===== config.mk =====
export PLATFORM = sky130hd
export DESIGN_NAME = int_ctrl_flat
export DESIGN_NICKNAME = d
export VERILOG_FILES = /design/src/rtl/int_pkg.sv /design/src/rtl/int_if.sv /design/src/rtl/int_sync_edge.sv /design/src/rtl/int_ctrl.sv /design/src/flat_wrapper.sv
export SDC_FILE = /design/constraint.sdc
export NUM_CORES = 1
export LEC_CHECK = 0
export ABC_AREA = 1
export BUFFER_PORTS_ARGS = -buffer_cell sky130_fd_sc_hd__buf_2
export CORE_MARGIN = 1.5
export CORE_UTILIZATION = 45
export DETAILED_ROUTE_END_ITERATION = 6
export PLACE_DENSITY = 0.84
export SYNTH_ARGS = -nofsm -noshare
export SYNTH_HDL_FRONTEND = slang
export SYNTH_SLANG_ARGS = --single-unit

===== constraint.sdc =====
create_clock -name clk -period 2.02 [get_ports clk]
set_input_delay 0.404 -clock clk [delete_from_list [all_inputs] [get_ports clk]]
set_output_delay 0.404 -clock clk [all_outputs]
set_load 0.02 [all_outputs]

===== src/rtl/int_pkg.sv =====
// Shared definitions for the priority interrupt controller: register
// offsets, FSM state encoding and the width of the interrupt number.
package int_pkg;

  localparam logic [1:0] REG_PEND = 2'd0;
  localparam logic [1:0] REG_MASK = 2'd1;
  localparam logic [1:0] REG_CUR  = 2'd2;
  localparam logic [1:0] REG_EOI  = 2'd3;

  localparam int INTNUM_W = 32;

  typedef enum logic [1:0] {
    IDLE = 2'd0,
    REQ  = 2'd1,
    SERV = 2'd2
  } state_e;

endpackage


===== src/rtl/int_if.sv =====
// Memory-mapped register window of the interrupt controller; the CPU side
// drives the strobes (master), the controller returns read data (slave).
interface int_if;
  logic        sel;
  logic        rd;
  logic        wr;
  logic [1:0]  reg_addr;
  logic [31:0] wdata;
  logic [31:0] rdata;

  modport master (output sel, rd, wr, reg_addr, wdata, input rdata);
  modport slave  (input sel, rd, wr, reg_addr, wdata, output rdata);
endinterface


===== src/rtl/int_sync_edge.sv =====
// Two-flop synchroniser for one asynchronous request line followed by a
// rising-edge detector producing a single-cycle pulse.
module int_sync_edge (
  input  logic clk,
  input  logic rst,
  input  logic src_i,
  output logic pulse_o
);

  logic meta_q;
  logic sync_q;
  logic prev_q;

  always_ff @(posedge clk) begin
    if (rst) begin
      meta_q <= 1'b0;
      sync_q <= 1'b0;
      prev_q <= 1'b0;
    end else begin
      meta_q <= src_i;
      sync_q <= meta_q;
      prev_q <= sync_q;
    end
  end

  assign pulse_o = sync_q & ~prev_q;

endmodule


===== src/rtl/int_ctrl.sv =====
// Priority interrupt controller: latches synchronised request edges as
// pending, masks them and presents the lowest-index request to the CPU.
module int_ctrl
  import int_pkg::*;
#(
  parameter int NSRC = 4
) (
  input  logic                clk,
  input  logic                rst,
  input  logic [NSRC-1:0]     src,
  int_if.slave                bus,
  input  logic                int_ack,
  output logic                INTin,
  output logic [INTNUM_W-1:0] INTnum
);

  logic [NSRC-1:0]     edge_w;
  logic [NSRC-1:0]     pend_q, pend_d;
  logic [NSRC-1:0]     mask_q;
  logic [NSRC-1:0]     lockedOh;
  logic [NSRC-1:0]     w1cBits;
  logic [NSRC-1:0]     ackBits;
  logic [INTNUM_W-1:0] candNum;
  logic [INTNUM_W-1:0] intnum_q;
  logic [INTNUM_W-1:0] cur_q;
  logic                intin_q;
  logic                wrPend, wrMask, wrEoi, ackClr;
  logic                unusedWdata;
  state_e              state_q;

  for (genvar g = 0; g < NSRC; g++) begin : g_sync
    int_sync_edge u_sync (
      .clk     (clk),
      .rst     (rst),
      .src_i   (src[g]),
      .pulse_o (edge_w[g])
    );
  end

  assign wrPend = bus.sel & bus.wr & (bus.reg_addr == REG_PEND);
  assign wrMask = bus.sel & bus.wr & (bus.reg_addr == REG_MASK);
  assign wrEoi  = bus.sel & bus.wr & (bus.reg_addr == REG_EOI);
  assign ackClr = (state_q == REQ) & int_ack;
  assign unusedWdata = ^bus.wdata[31:NSRC];

  // Scanning from the top down leaves the lowest enabled index in candNum.
  always_comb begin
    candNum  = '0;
    lockedOh = '0;
    for (int i = NSRC - 1; i >= 0; i--) begin
      if (pend_q[i] & mask_q[i]) candNum = INTNUM_W'(i + 1);
    end
    for (int i = 0; i < NSRC; i++) begin
      lockedOh[i] = (intnum_q == INTNUM_W'(i + 1));
    end
  end

  // New edges are OR-ed in last so they survive a same-cycle W1C or ack clear.
  always_comb begin
    w1cBits = wrPend ? bus.wdata[NSRC-1:0] : '0;
    ackBits = ackClr ? lockedOh : '0;
    pend_d  = (pend_q & ~w1cBits & ~ackBits) | edge_w;
  end

  always_ff @(posedge clk) begin
    if (rst) begin
      pend_q   <= '0;
      mask_q   <= '1;
      cur_q    <= '0;
      intin_q  <= 1'b0;
      intnum_q <= '0;
      state_q  <= IDLE;
    end else begin
      pend_q <= pend_d;
      if (wrMask) mask_q <= bus.wdata[NSRC-1:0];
      case (state_q)
        IDLE: begin
          if (candNum != '0) begin
            state_q  <= REQ;
            intin_q  <= 1'b1;
            intnum_q <= candNum;
          end
        end
        REQ: begin
          if (int_ack) begin
            state_q  <= SERV;
            cur_q    <= intnum_q;
            intin_q  <= 1'b0;
            intnum_q <= '0;
          end
        end
        SERV: begin
          if (wrEoi) begin
            state_q <= IDLE;
            cur_q   <= '0;
          end
        end
        default: state_q <= IDLE;
      endcase
    end
  end

  always_comb begin
    bus.rdata = '0;
    if (bus.sel && bus.rd) begin
      case (bus.reg_addr)
        REG_PEND: bus.rdata = 32'(pend_q);
        REG_MASK: bus.rdata = 32'(mask_q);
        REG_CUR:  bus.rdata = cur_q;
        default:  bus.rdata = '0;
      endcase
    end
  end

  assign INTin  = intin_q;
  assign INTnum = intnum_q;

endmodule


===== src/flat_wrapper.sv =====
// flat-port wrapper written by rule: the top's interface ports become plain ports
module int_ctrl_flat import int_pkg::*;
#(
  parameter int NSRC = 4
)
  (clk, rst, src, int_ack, INTin, INTnum, bus_sel, bus_rd, bus_wr, bus_reg_addr, bus_wdata, bus_rdata);
  int_if bus_i ();
  input  logic clk;
  input  logic rst;
  input  logic [NSRC-1:0] src;
  input  logic int_ack;
  output logic INTin;
  output logic [INTNUM_W-1:0] INTnum;
  input wire logic [$bits(bus_i.sel)-1:0] bus_sel;
  input wire logic [$bits(bus_i.rd)-1:0] bus_rd;
  input wire logic [$bits(bus_i.wr)-1:0] bus_wr;
  input wire logic [$bits(bus_i.reg_addr)-1:0] bus_reg_addr;
  input wire logic [$bits(bus_i.wdata)-1:0] bus_wdata;
  output wire logic [$bits(bus_i.rdata)-1:0] bus_rdata;
  assign bus_i.sel = bus_sel;
  assign bus_i.rd = bus_rd;
  assign bus_i.wr = bus_wr;
  assign bus_i.reg_addr = bus_reg_addr;
  assign bus_i.wdata = bus_wdata;
  assign bus_rdata = bus_i.rdata;
  int_ctrl #(.NSRC(NSRC)) u_core (.clk(clk), .rst(rst), .src(src), .bus(bus_i), .int_ack(int_ack), .INTin(INTin), .INTnum(INTnum));
endmodule

Yosys cells after proc, flatten, opt, wreduce, memory -nomap -nowiden
Index checks and enable logic that the tools add are counted.

storage, ports and cells
  output and inout port bits = 65
  register bits after elaboration = 87
  word-level logic and storage cells = 82
  bits of input ports = 44

cells by class
  bitwise gates (word level) = 22
  reduce and logical (&&, ||, !) cells = 9
  equality and inequality tests = 12
  muxes and demuxes = 21

operators with widths
  operator               number
  $mux W32               5
  $pmux W32 S2           2
  $pmux W32 S3           1
  $eq A32 B2 Y1 const B  2
  $eq A32 B1 Y1 const B  1
  $eq A32 B3 Y1 const B  1
  $reduce_bool A32 Y1    1
  $and A1 B1 Y1          13
  $mux W3                4
  $reduce_and A3 Y1      3
  $and A4 B4 Y4          2
  $mux W4                2
  $not A4 Y4             2
  $eq A2 B2 Y1 const B   3
  $mux W2                3
  $pmux W2 S3            1
  $eq A2 B1 Y1 const B   2
  $logic_not A2 Y1       2
  $ne A2 B1 Y1 const B   2
  $not A1 Y1             4
  $or A4 B4 Y4           1
  $reduce_bool A2 Y1     2
  $mux W1                2
  $ne A2 B2 Y1 const B   1
  other kinds (2)        2

Longest topological paths before layout
  depth in word-level cells = 8
  gate-level depth with buffers = 8
  gate-level depth less buffers = 8

Hierarchy
From an unflattened synthesis, not the netlist that was laid out.

second synthesis, totals
  cell total of the unflattened synthesis = 232
  area total of the unflattened synthesis = 1685.4 µm²

modules (own cells, without submodules)
  module         area each (µm²)  instances  sequential area each (µm²)  cells an instance
  int_ctrl       1340.0           1          340.3                       192
  int_sync_edge  86.3             4          60.1                        10

Worst setup path after synthesis
Ideal clock, no wire load.

  path kind = input to output
  from = input port bus_reg_addr[0]
  to = output port bus_rdata[3]
  cell stages on the path = 4
  required time = 1616 ps
  data arrival time = 1111 ps
  path buffers = 0
  path slack = 505 ps
  cells stage by stage = or2_4 -> inv_2 -> nand2_1 -> a21oi_1

on the way
  word-level cells in the longest chain between the ends = 3
  elaborated cells on any way between the ends = 5
  those cells by class = eq/ne: 2; mux: 2; reduce/logical: 1

RTL lines
  element                               RTL line            text
  from (decl)                           flat_wrapper.sv:17  input wire logic [$bits(bus_i.reg_addr)-1:0] bus_reg_addr;
  $eq A2 B2 Y1 (tied with other cells)  int_ctrl.sv:106     case (bus.reg_addr)
  $pmux W32 S3 *                        int_ctrl.sv:106
  $mux W32 *                            int_ctrl.sv:105     if (bus.sel && bus.rd) begin
  to (decl)                             flat_wrapper.sv:19  output wire logic [$bits(bus_i.rdata)-1:0] bus_rdata;

Every way passes the cells marked *; elsewhere a longest branch is shown, timed or not.

Worst setup path in the final report
  from = input port bus_reg_addr[1]
  to = output port bus_rdata[0]

The elaborated chain is that of the path after synthesis.

==> impl_metrics.toml <==
[floorplan]
die-area_mm2 = 0.00431
die_h_um = 65.6
fp-row-count = 22
die_w_um = 65.6
core_mm2 = 0.00372
ios = 109
start_util_pct = 47.5

[drt]
wl_met3_um = 193
dr.pass1.iters = 5
routed.top_layer = "met4"
wl_met2_mm = 1.43
wl_mm = 2.85
drtAntennaViolNets = 0
via_per_inst = 4.18
drc = 0
drtIter0Drc = 49
wl_met1_mm = 1.17
routedWlPerCell_um = 8.98
num_vias = 1324

[placement]
dp.cells = 309
hpwl_mm = 2.25
gp_congestion = 0.837
portBuffers = 23

[clocking]
ctsHoldBuffers = 0
clk_latency_ns = 0.28
cts_root_buffer = "clkbuf_8"
ctsHtreeMaxLevel = 2
ctsResizeCount = 0
clock-sinks = 29
cts_setup_buffers = 0
cts_buffer_depth = 2
cts-buffers-inserted = 5
cts_tree = "built"
clkTransAtPathRegs_ns = 0.06

[synthesis]
avgSynthCellArea_um2 = 7.29
ys_ff_latch = 29
synth_cell_types = 22
synthesis.area_mm2 = 0.00176
yosysSeqAreaShare_pct = 32.9
syn_inst = 242
yosysWarnings = 0

[sta]
fin_setup_tns_ns = 0
maxSlewViolCount = 0
fin_crit_sh_pct = 81.8
hold_viol = 0
hold_slack_ns = 0.315
period_needed_ns = 1.65
fin_skew_ns = 0.00410
rsz0062_at_grt = "no"
achievable-frequency_mhz = 605
finalSetupViolCount = 0

[global_route]
grt_max_degree = 21
antenna_found_initial = 0
grt-ovfl-total = 0
grt_pass1_vias = 1074
grt_use_total_pct = 14.3
grt_pass1_wl_mm = 4.53

[critical_path]
reg2reg_setup_slack_ns = 0.83
critPathArrivalTime_ns = 1.25
crit_type = "primary input to primary output"
required_ns = 1.62
critPathCaptureType = "primary output"
crit_start = "bus_reg_addr[1]"
r2r_start = "u_core.state_q[0]$_SDFFE_PP0P_"
critPathLaunchType = "primary input"
crit_path_max_fanout = 6

[finish]
final_common_cell = "conb_1"
final_core_util_pct = 49.1
area_growth_pct = 3.33
final_nets = 312
layout-drive-gt1-share_pct = 19.7
finalNonFillerCells = 317
antenna_cells = 0
most-common-layout-cells = "conb_1 (57), nand2_1 (49), dfxtp_1 (29)"

[power]
ir_drop_v = 0.000414
p_total_mw = 1.65
leakagePower_nw = 0.969
power.density_mw_per_mm2 = 907

[job]
cap_violations = 0

[worst_hold_path]
min_path_type = "primary input to register"
hp-start = "src[1]"

[outcome]
outcome = "finished, final reports clean"
-- state kept, by name (all words and copies together), names as in the netlist --
| signal | count |
|---|---|
| u_core.INTin | 1 |
| u_core.INTnum | 3 |
| u_core.cur_q | 3 |
| u_core.g_sync.u_sync.meta_q | 4 |
| u_core.g_sync.u_sync.prev_q | 4 |
| u_core.g_sync.u_sync.sync_q | 4 |
| u_core.mask_q | 4 |
| u_core.pend_q | 4 |
| u_core.state_q | 2 |
-- where the power goes --
group	internal [mW]	switching (mW)
combinational	0.105	0.264
clock	0.400	0.222
sequential	0.619	0.0430
-- worst max-delay path, cell delays in order --
cell and delay [ns]:
buf_2 0.15, or2_4 0.26, inv_2 0.07, nand2_1 0.06
nand3_1 0.06, nand2_1 0.05, inv_1 0.04, buf_2 0.15
-- cell families after synthesis --
logic type             after synthesis  share of synthesized area (%)
flip-flops                          29                           32.9
AO/OA/AOI/OAI                       11                           5.60
AND/OR/NAND/NOR                    109                           28.4
buffers and inverters               92                           32.9
other                                1                          0.213
-- cells in the mapped netlist (all sizes together) --
master  count  area share, %
o21ai       1           0.50
a21oi       4            1.1
or2         1           0.50
inv        31            6.6
nor2       30            7.7
clkbuf      2           0.43
conb        1           0.21
nand4      10            3.9
nand2      52             12
o31ai       4            1.7
a31oi       1            1.2
o21bai      1            1.1
buf        58             25
dfxtp      29             33
bufinv      1           0.99
nand3      16            4.5
-- routing by layer --
layer	global-route usage, %	vias to the layer above
met4	9.38	0
li1	-	683
met5	0	-
met2	24.5	50
met1	14.8	586
met3	4.62	5
-- cell type report --
type,instances,area [µm²]
multi-input cells,177,813
repair buffers,23,115
clock inverters,2,37.5
flip-flops and latches,29,581
clock buffers,6,82.6
inverters,32,134
well taps,48,60.1
fillers,395,1890
-- path summary, 6_finish.rpt --
kind	end	cells after the start
worst max register to register	u_core.pend_q[3]$_SDFF_PP0_	5
worst min register to register	u_core.g_sync[3].u_sync.sync_q$_SDFF_PP0_	2
worst min-delay path	u_core.g_sync[1].u_sync.meta_q$_SDFF_PP0_	3
worst max-delay path	bus_rdata[0]	8
-- metrics by stage --
stage	worst slack, ns	cell area, µm²
floorplan	0.505	1970
global placement	0.374	1700
detailed placement	0.366	1700
CTS	0.364	1820
global route	0.280	1820
finish	0.368	1820
Power figures use the tool's default switching activity.
